<file path="src/rtl/benes_cfg_sched.sv">
// Configuration scheduler for the 8-port Benes router: round-robin request arbitration,
// bijection check, router sequencing, and frame-synchronous commit of the 20-bit switch state.
//
// state    | meaning
// ---------+-----------------------------------------------------------
// ST_IDLE  | waiting for a request; req_ready grants one requester
// ST_CHECK | validating the latched permutation as a bijection
// ST_ROUTE | rt_mp stable, rt_start pulsed, latency counter loaded
// ST_WAIT  | counting down the router latency, sample rt_state at zero
// ST_PEND  | shadow holds new state, waiting for frame_sync to commit
module benes_cfg_sched #(
    parameter int ROUTE_LAT = 12
) (
    input  logic        clk,
    input  logic        areset,
    input  logic [1:0]  req_valid,
    input  logic [23:0] req_perm0,
    input  logic [23:0] req_perm1,
    output logic [1:0]  req_ready,
    output logic [23:0] rt_mp,
    output logic        rt_start,
    input  logic [19:0] rt_state,
    input  logic        frame_sync,
    output logic [19:0] cfg_active,
    output logic        cfg_owner,
    output logic        cfg_swap,
    output logic        err,
    output logic        err_owner,
    output logic        busy
);

    typedef enum logic [2:0] {
        ST_IDLE  = 3'd0,
        ST_CHECK = 3'd1,
        ST_ROUTE = 3'd2,
        ST_WAIT  = 3'd3,
        ST_PEND  = 3'd4
    } state_t;

    localparam logic [7:0] CNT_LOAD = 8'(ROUTE_LAT - 1);

    state_t      state_q, state_d;
    logic        ptr_q, ptr_d;
    logic        gnt_q, gnt_d;
    logic [23:0] perm_q, perm_d;
    logic [23:0] rt_mp_q, rt_mp_d;
    logic [7:0]  cnt_q, cnt_d;
    logic [19:0] shadow_q, shadow_d;
    logic [19:0] cfg_active_q, cfg_active_d;
    logic        cfg_owner_q, cfg_owner_d;
    logic        cfg_swap_q, cfg_swap_d;
    logic        err_q, err_d;
    logic        err_owner_q, err_owner_d;
    logic [1:0]  grant;

    function automatic logic is_bijection(input logic [23:0] p);
        logic [7:0] seen;
        seen = 8'h00;
        for (int i = 0; i < 8; i++) begin
            seen[p[3*i +: 3]] = 1'b1;
        end
        return (seen == 8'hFF);
    endfunction

    always_comb begin
        unique case (req_valid)
            2'b01:   grant = 2'b01;
            2'b10:   grant = 2'b10;
            2'b11:   grant = ptr_q ? 2'b10 : 2'b01;
            default: grant = 2'b00;
        endcase
    end

    always_comb begin
        state_d      = state_q;
        ptr_d        = ptr_q;
        gnt_d        = gnt_q;
        perm_d       = perm_q;
        rt_mp_d      = rt_mp_q;
        cnt_d        = cnt_q;
        shadow_d     = shadow_q;
        cfg_active_d = cfg_active_q;
        cfg_owner_d  = cfg_owner_q;
        cfg_swap_d   = 1'b0;
        err_d        = 1'b0;
        err_owner_d  = err_owner_q;
        req_ready    = 2'b00;
        rt_start     = 1'b0;

        unique case (state_q)
            ST_IDLE: begin
                // ready is masked during reset so no grant is advertised while held
                req_ready = areset ? grant : 2'b00;
                if (grant != 2'b00) begin
                    perm_d  = grant[1] ? req_perm1 : req_perm0;
                    gnt_d   = grant[1];
                    ptr_d   = ~grant[1];
                    state_d = ST_CHECK;
                end
            end
            ST_CHECK: begin
                if (is_bijection(perm_q)) begin
                    rt_mp_d = perm_q;
                    state_d = ST_ROUTE;
                end else begin
                    err_d       = 1'b1;
                    err_owner_d = gnt_q;
                    state_d     = ST_IDLE;
                end
            end
            ST_ROUTE: begin
                rt_start = 1'b1;
                cnt_d    = CNT_LOAD;
                state_d  = ST_WAIT;
            end
            ST_WAIT: begin
                if (cnt_q == 8'd0) begin
                    shadow_d = rt_state;
                    state_d  = ST_PEND;
                end else begin
                    cnt_d = cnt_q - 8'd1;
                end
            end
            ST_PEND: begin
                if (frame_sync) begin
                    cfg_active_d = shadow_q;
                    cfg_owner_d  = gnt_q;
                    cfg_swap_d   = 1'b1;
                    state_d      = ST_IDLE;
                end
            end
            default: state_d = ST_IDLE;
        endcase
    end

    always_ff @(posedge clk or negedge areset) begin
        if (!areset) begin
            state_q      <= ST_IDLE;
            ptr_q        <= 1'b0;
            gnt_q        <= 1'b0;
            perm_q       <= 24'h0;
            rt_mp_q      <= 24'h0;
            cnt_q        <= 8'h0;
            shadow_q     <= 20'h0;
            cfg_active_q <= 20'h0;
            cfg_owner_q  <= 1'b0;
            cfg_swap_q   <= 1'b0;
            err_q        <= 1'b0;
            err_owner_q  <= 1'b0;
        end else begin
            state_q      <= state_d;
            ptr_q        <= ptr_d;
            gnt_q        <= gnt_d;
            perm_q       <= perm_d;
            rt_mp_q      <= rt_mp_d;
            cnt_q        <= cnt_d;
            shadow_q     <= shadow_d;
            cfg_active_q <= cfg_active_d;
            cfg_owner_q  <= cfg_owner_d;
            cfg_swap_q   <= cfg_swap_d;
            err_q        <= err_d;
            err_owner_q  <= err_owner_d;
        end
    end

    assign rt_mp      = rt_mp_q;
    assign cfg_active = cfg_active_q;
    assign cfg_owner  = cfg_owner_q;
    assign cfg_swap   = cfg_swap_q;
    assign err        = err_q;
    assign err_owner  = err_owner_q;
    assign busy       = (state_q != ST_IDLE);

endmodule

</file>
<file path="config.mk">
export PLATFORM = sky130hd
export DESIGN_NAME = benes_cfg_sched
export DESIGN_NICKNAME = d
export VERILOG_FILES = /design/src/rtl/benes_cfg_sched.sv
export SDC_FILE = /design/constraint.sdc
export NUM_CORES = 1
export LEC_CHECK = 0
export BUFFER_PORTS_ARGS = -buffer_cell sky130_fd_sc_hd__buf_2
export CORE_MARGIN = 4
export CORE_UTILIZATION = 53
export CTS_BUF_LIST = sky130_fd_sc_hd__clkbuf_8 sky130_fd_sc_hd__clkbuf_16
export CTS_CLUSTER_DIAMETER = 200
export DETAILED_ROUTE_END_ITERATION = 8
export HOLD_SLACK_MARGIN = 0.05
export PLACE_DENSITY = 0.8
export SETUP_SLACK_MARGIN = 0.3
export SYNTH_ARGS = -nofsm -noshare
export SYNTH_HDL_FRONTEND = slang
export SYNTH_SLANG_ARGS = --single-unit
</file>
<file path="constraint.sdc">
create_clock -name clk -period 2.7 [get_ports clk]
set_input_delay 0.135 -clock clk [delete_from_list [all_inputs] [get_ports clk]]
set_output_delay 0.135 -clock clk [all_outputs]
set_load 0.02 [all_outputs]
</file>
==> key figures, run 1 <==
GRT
  – Initial antenna violation count: 0
  – Vias in the first global route: 4050
  – Overflow after GRT: 0
  – GR Util All Layers: 23.1%
  – Largest net degree at the start of global routing: 51
  – Global-route wire length before repair: 20300 um

CTS
  – CTS Root Cell: clkbuf_8
  – Clock sink total: 105
  – Setup Fix Bufs, Post-CTS: 0
  – Later-pin clock latency in the skew report: between 0.3 and 0.4 ns
  – Clock Path Buffers: 2
  – H-Tree Level Count: 3
  – CTS tree: yes
  – Num CTS Buffers: 9
  – Reg clk slew, reported paths: 0.11 ns

Detailed routing
  – Drt via density: 5.26
  – WL final: between 10000 and 15000 um
  – Routed WL per cell: between 15 and 20 um
  – Total number of vias: 3956
  – M1 wire length: 4970 um
  – DR WL met3: 673 um
  – Drt pass-1 iters: 5
  – Routed met2 length: 6530 um
  – Post-route ant nets: 0
  – Highest routed layer: met4
  – Iteration-0 DRC Markers: 192
  – # DRC: 0

Placed design
  – Placed cell area: approximately 5600 um2
  – Final HPWL DP: 8060 um
  – Placer Congestion: 0.877
  – Inst Count DP: 666
  – IO Port Bufs: 124

Final layout
  – Post-route insts no fill: 752
  – Layout area overhead: 29.7%
  – Area of the multi-input gates: 2080 um2
  – Nets@finish: 692
  – Layout cells sized above 1: 36.8%
  – Fin area: roughly 6500 um2
  – ANT cells: 0
  – Register area: 2640 um2
  – Fillers: 670

Timing
  – Hold Worst Slack: 0.120 ns
  – Fin crit period: between 2 and 2.5 ns
  – Slew @ Worst Pin: 0.729 ns
  – Max-slew headroom: between 50 and 60%
  – F_max: roughly 440 MHz
  – Final worst path period share: 83.3%
  – Final Hold Viols: 0
  – TNS Setup: 0 ns
  – RSZ-0062 raised after global routing: false
  – Skew final: 0.0156 ns
  – Setup Viol. Count Final: 0
  – Final Max Tran Viols: 0

Die
  – Core Area: around 9000 um2
  – # IOs: 125
  – Die footprint: 11100 um2
  – Die height: 105 um
  – Initial core utilization: 54.2%
  – Width of the die: 105 um
  – FP Rows: 35

Synth
  – Synth unique cells: 36
  – Yosys top cell by area: dfrtp_1
  – YS warnings: 0
  – Synth Register Bits: 105
  – Synthesized area per cell: 11.4 um2
  – Ys flop type: dfrtp_1
  – Syn Inst Count: 441
  – Number of flops mapped to enable cells by yosys: 0
  – Mapped Nets: 515
  – Top post-synthesis cells by area: dfrtp_1 52%, mux2_2 11%, mux2_4 5.7%
  – Seq/Total Area, Yosys: 52.5%
  – Area share of the largest cell type after synthesis: 52.5%
  – Mapped Area: around 5000 um2
  – Ys async rst share: 100%

Outcome
  – Outcome: finished clean

Setup path
  – Critical Path, Cell by Cell: nor3b_1, a21oi_1, nand4_1, nand4_1, or4_1, buf_4, mux2_4
  – Critical R2R Capture: rt_mp[5]
  – CP max FO: 10
  – Critical-path top delay cell: or4_1
  – Setup CP Type: reg -> reg
  – Critical Path AT: 2.51 ns
  – CP endpoint kind: register
  – Critical Path Max Stage Delay: 0.54 ns
  – WP data required: 2.96 ns
  – Cell count of the worst reg-to-reg path: 7
  – Reg-to-reg startpoint: perm_q[21]
  – Worst Setup Start Kind: register
  – Crit path top cell by count: nand4_1
  – R2r setup slk: 0.45 ns

Power and ir drop
  – Peak VDD IR: between 0.4 and 0.5 mV
  – Leak: 3.32 nW
  – Total power draw: 6.37 mW
  – PwrDens: 982 nW/um2

Min path
  – Hold Path Class: in -> reg
  – Hold_sp: req_valid[1]
  – Hold Path Sink: state_q[0]
  – WHS Path Cells: 3

Job
  – Max_cap viols: 0
[placed cells by master (no fill, tap or decap), types with 5 or more instances in the layout]
| master | Yosys | layout |
|---|---|---|
| a21oi_1 | 10 | 9 |
| a22oi_1 | 26 | 26 |
| and3_1 | 5 | 5 |
| buf_2 | 7 | 123 |
| buf_4 | 7 | 11 |
| clkbuf_8 | 0 | 9 |
| dfrtp_1 | 105 | 98 |
| dfrtp_2 | 0 | 7 |
| dlygate4sd3_1 | 0 | 70 |
| mux2_2 | 47 | 47 |
| mux2_4 | 19 | 19 |
| nand2_1 | 67 | 67 |
| nand3b_1 | 14 | 14 |
| nand4_1 | 7 | 7 |
| nor2_1 | 28 | 27 |
| nor3_1 | 12 | 12 |
| nor3b_1 | 13 | 13 |
| o21ai_0 | 6 | 6 |
[area by class of cell]
type | count | area share, %
multi-input cells | 293 | 32.0
repair buffers | 205 | 21.7
well taps | 129 | 2.49
inverters | 4 | 0.231
clock inverters | 7 | 1.10
clock buffers | 9 | 1.91
flip-flops and latches | 105 | 40.6
[routing by layer]
metal  up-vias  track usage [%]
met1      1932             27.5
met4         0             7.03
met5         -                0
met2       116             40.6
met3        17             6.18
li1       1891                -
[critical path: cells and delay by family (launching register included)]
kind                   cells  cell delay, ns
AOI/OAI and AO/OA          1            0.09
buffers and inverters      1            0.23
DFF                        1            0.49
muxes                      1            0.31
and+or+nand+nor            4            1.03
[kinds of logic after synthesis]
family / count (synthesis) / share of synthesized area [%]
mux: 66 / 16.3
simple gates: 162 / 15.9
compound gates: 58 / 7.52
flops: 105 / 52.5
buf+inv: 43 / 6.52
fa+ha+maj: 1 / 0.250
xor+xnor: 6 / 1.05
[timing repair]
action	CTS	global route
gates resized for setup	0	10
hold endpoints to repair	91	0
hold buffers	70	0
endpoints found under the setup margin	0	25
[per-stage QoR]
stage	utilization, %	setup WS [ns]
4_1_cts	70.0	0.409
3_5_place_dp	60.3	0.426
5_1_grt	70.3	0.310
6_report	70.3	0.450
2_1_floorplan	-	0.626
3_3_place_gp	60.3	0.475
[how the worst max path moves through the flow]
stage	startpoint	endpoint	slack (ns)	depth (start not counted)
2_1_floorplan	perm_q[2]	rt_mp[10]	0.63	9
3_3_place_gp	perm_q[23]	rt_mp[0]	0.47	7
3_5_place_dp	perm_q[23]	rt_mp[0]	0.43	7
4_1_cts	state_q[1]	req_ready[1]	0.41	5
5_1_grt	cnt_q[4]	shadow_q[6]	0.31	5
6_report	perm_q[21]	rt_mp[5]	0.45	7
[synthesized netlist by cell type (all sizes together) (5+ instances only)]
library cell and count:
a21oi 10, and3 6, nor2 28, nor3 12, buf 31, a22oi 26
nor3b 13, mux2 66, nand4 7, a31oi 5, o21ai 9, nand3b 14
nand2 67, dfrtp 105, clkbuf 8
[state kept, by name, indices dropped and copies added, names as in the netlist]
| register | count |
|---|---|
| cfg_active | 20 |
| cnt_q | 8 |
| cfg_swap | 1 |
| state_q | 3 |
| err_owner | 1 |
| cfg_owner | 1 |
| ptr_q | 1 |
| gnt_q | 1 |
| err | 1 |
| rt_mp | 24 |
| perm_q | 24 |
| shadow_q | 20 |
[power by group]
part	total [mW]	switching, mW	internal (mW)
registers	2.81	0.688	2.12
clock network	0.944	0.584	0.359
logic	2.62	1.33	1.29
Note: power is estimated with default switching activity, not from simulation.
==> run 2: changes to the inputs <==
==> constraint.sdc (replaced) <==
create_clock -name clk -period 2.14 [get_ports clk]
set_input_delay 0.107 -clock clk [delete_from_list [all_inputs] [get_ports clk]]
set_output_delay 0.107 -clock clk [all_outputs]
set_load 0.02 [all_outputs]
==> key figures, run 2 (synthesis gave the netlist of run 1 again) <==
Outcome
  – Outcome: finished, violations left (was finished clean)
  – Failing checks: setup timing

Timing
  – Max-slew headroom: 70.3% (was 50.9%)
  – Fin crit period: 2.31 ns (was 2.25 ns)
  – Skew final: 0.0166 ns (was 0.0156 ns)
  – Final worst path period share: 108% (was 83.3%)
  – Final Max Tran Viols: 0 (unchanged)
  – Setup Viol. Count Final: 25 (was 0)
  – Slew @ Worst Pin: 0.445 ns (was 0.729 ns)
  – Worst path setup slack after routing: -0.169 ns (was 0.450 ns)
  – Final Hold Viols: 0 (unchanged)
  – F_max: 433 MHz (was 444 MHz)
  – RSZ-0062 raised after global routing: true (was false)

Placed design
  – IO Port Bufs: 124 (unchanged)
  – Inst Count DP: 684 (was 666)
  – Placer Congestion: 0.887 (was 0.877)
  – Final HPWL DP: 8420 um (was 8060 um)

Die
  – Initial core utilization: 54.2% (unchanged)
  – Width of the die: 105 um (unchanged)
  – Die footprint: 11100 um2 (unchanged)
  – FP Rows: 35 (unchanged)
  – Die height: 105 um (unchanged)
  – Core Area: 9240 um2 (unchanged)
  – # IOs: 125 (unchanged)

CTS
  – Clock sink total: 105 (unchanged)
  – CTS tree: yes (unchanged)
  – Clock Path Buffers: 2 (unchanged)
  – Later-pin clock latency in the skew report: 0.38 ns (was 0.37 ns)
  – H-Tree Level Count: 3 (unchanged)
  – Reg clk slew, reported paths: 0.11 ns (about the same)
  – Num CTS Buffers: 9 (unchanged)
  – CTS Root Cell: clkbuf_8 (unchanged)

GRT
  – Met2 usage: 45.5% (was 40.6%)
  – Global-route wire length before repair: 22900 um (was 20300 um)
  – GR Util met1: 30.2% (was 27.5%)
  – Overflow after GRT: 0 (unchanged)
  – Largest net degree at the start of global routing: 84 (was 51)
  – Vias in the first global route: 4669 (was 4050)
  – M3 GR Usage: 6.67% (was 6.18%)
  – Grt peak-use layer: met2 (unchanged)
  – Initial antenna violation count: 0 (unchanged)
  – GR Util All Layers: 25.6% (was 23.1%)

Min path
  – Hold_sp: req_valid[1] (unchanged)
  – Hold Path Class: in -> reg (unchanged)

Detailed routing
  – Drt pass-1 iters: 5 (unchanged)
  – Total number of vias: 4535 (was 3956)
  – # DRC: 0 (unchanged)
  – WL final: 15700 um (was 12300 um)
  – Drt via density: 5.60 (was 5.26)
  – Post-route ant nets: 0 (unchanged)
  – Routed WL per cell: 19.4 um (was 16.4 um)
  – Iteration-0 DRC Markers: 381 (was 192)

Final layout
  – Commonest non-fill, non-tap cells in the layout: 124 x buf_2, 79 x dfrtp_1, 70 x dlygate4sd3_1 (was 123 x buf_2, 98 x dfrtp_1, 70 x dlygate4sd3_1)
  – Post-route insts no fill: 810 (was 752)
  – Nets@finish: 749 (was 692)
  – Layout area overhead: 47.9% (was 29.7%)
  – Final Util: 80.1% (was 70.3%)
  – Layout cells sized above 1: 49.9% (was 36.8%)
  – Most common cell after layout, fill and taps aside: buf_2 (unchanged)

Setup path
  – CP endpoint kind: register (unchanged)
  – Worst Setup Start Kind: register (unchanged)
  – Setup CP Type: reg -> reg (unchanged)
  – CP max FO: 9 (was 10)
  – CP startpoint: perm_q[2] (was perm_q[21])
  – Critical Path AT: 2.58 ns (was 2.51 ns)
  – WP data required: 2.41 ns (was 2.96 ns)
  – Reg-to-reg startpoint: perm_q[2] (was perm_q[21])

Power and ir drop
  – PwrDens: 1310 nW/um2 (was 982 nW/um2)
  – Leak: 3.71 nW (was 3.32 nW)
  – Peak VDD IR: 0.788 mV (was 0.480 mV)

Job
  – Max_cap viols: 0 (unchanged)
## run 2: cell count changes in the layout (fill, tap and decap cells not counted), sizes merged
| cell | before | now |
|---|---|---|
| clkinvlp | 1 | 0 |
| diode | 0 | 1 |
| clkbuf | 9 | 14 |
| buf | 135 | 187 |
| inv | 7 | 8 |
## run 2: metal layers
metal,share of wire (%),vias to the layer above
met4,3.0,0
met3,6.6,61
met1,38,2246
li1,-,2011
met5,0,-
met2,52,217
## run 2: timing repair
action | in CTS | in global routing
setup endpoints to repair | 52 | 53
hold buffers | 70 | 0
gates resized for setup | 41 | 52
endpoints found under the hold margin | 131 | 0
setup buffers | 17 | 18
cloned | 0 | 4
pin swaps | 5 | 11
## run 2: power breakdown
| group | internal (mW) | switching, mW |
|---|---|---|
| sequential | 2.72 | 0.905 |
| clock | 0.482 | 0.807 |
| combinational | 2.45 | 2.34 |
## run 2: final timing paths
kind / endpoint / slack [ns] / cells after the start
min: state_q[0] / 0.16 / 3
max reg2reg: rt_mp[22] / -0.17 / 7
min reg2reg: ptr_q / 0.51 / 1
min in group asynchronous: shadow_q[3] / 0.17 / 2
max: rt_mp[22] / -0.17 / 7
max in group asynchronous: perm_q[6] / 1.20 / 3
## run 2: worst max-delay path: stages, from the launching register on
cell       delay [ns]
dfrtp_2          0.49
nand2_1          0.09
o21ai_0          0.30
or4_1            0.19
nand4_1          0.13
or4_4            0.53
clkbuf_16        0.20
mux2_4           0.29
## run 2: stage by stage
step / setup WS (ns) / area [um2] / power, mW / setup TNS (ns) / hold WS (ns)
detailed placement: -0.0887 / 5820 / 6.99 / -1.68 / 0.0254
global placement: -0.0108 / 5820 / 6.80 / -0.142 / 0.0212
global route: -0.183 / 7400 / 10.2 / -4.07 / 0.181
floorplan: 0.0870 / 5110 / 6.08 / 0 / -0.189
CTS: -0.00403 / 6980 / 8.81 / -0.0115 / 0.0893
finish: -0.169 / 7400 / 9.70 / -3.60 / 0.165
## run 2: final cells by class
cell class / instances / area, um2
Timing Repair Buffer: 262 / 1990
Clock inverter: 7 / 88.8
Antenna cell: 1 / 2.50
Tap cell: 129 / 161
Inverter: 4 / 15.0
Sequential cell: 105 / 2660
Clock buffer: 9 / 124
Fill cell: 481 / 1840
Multi-Input combinational cell: 293 / 2360
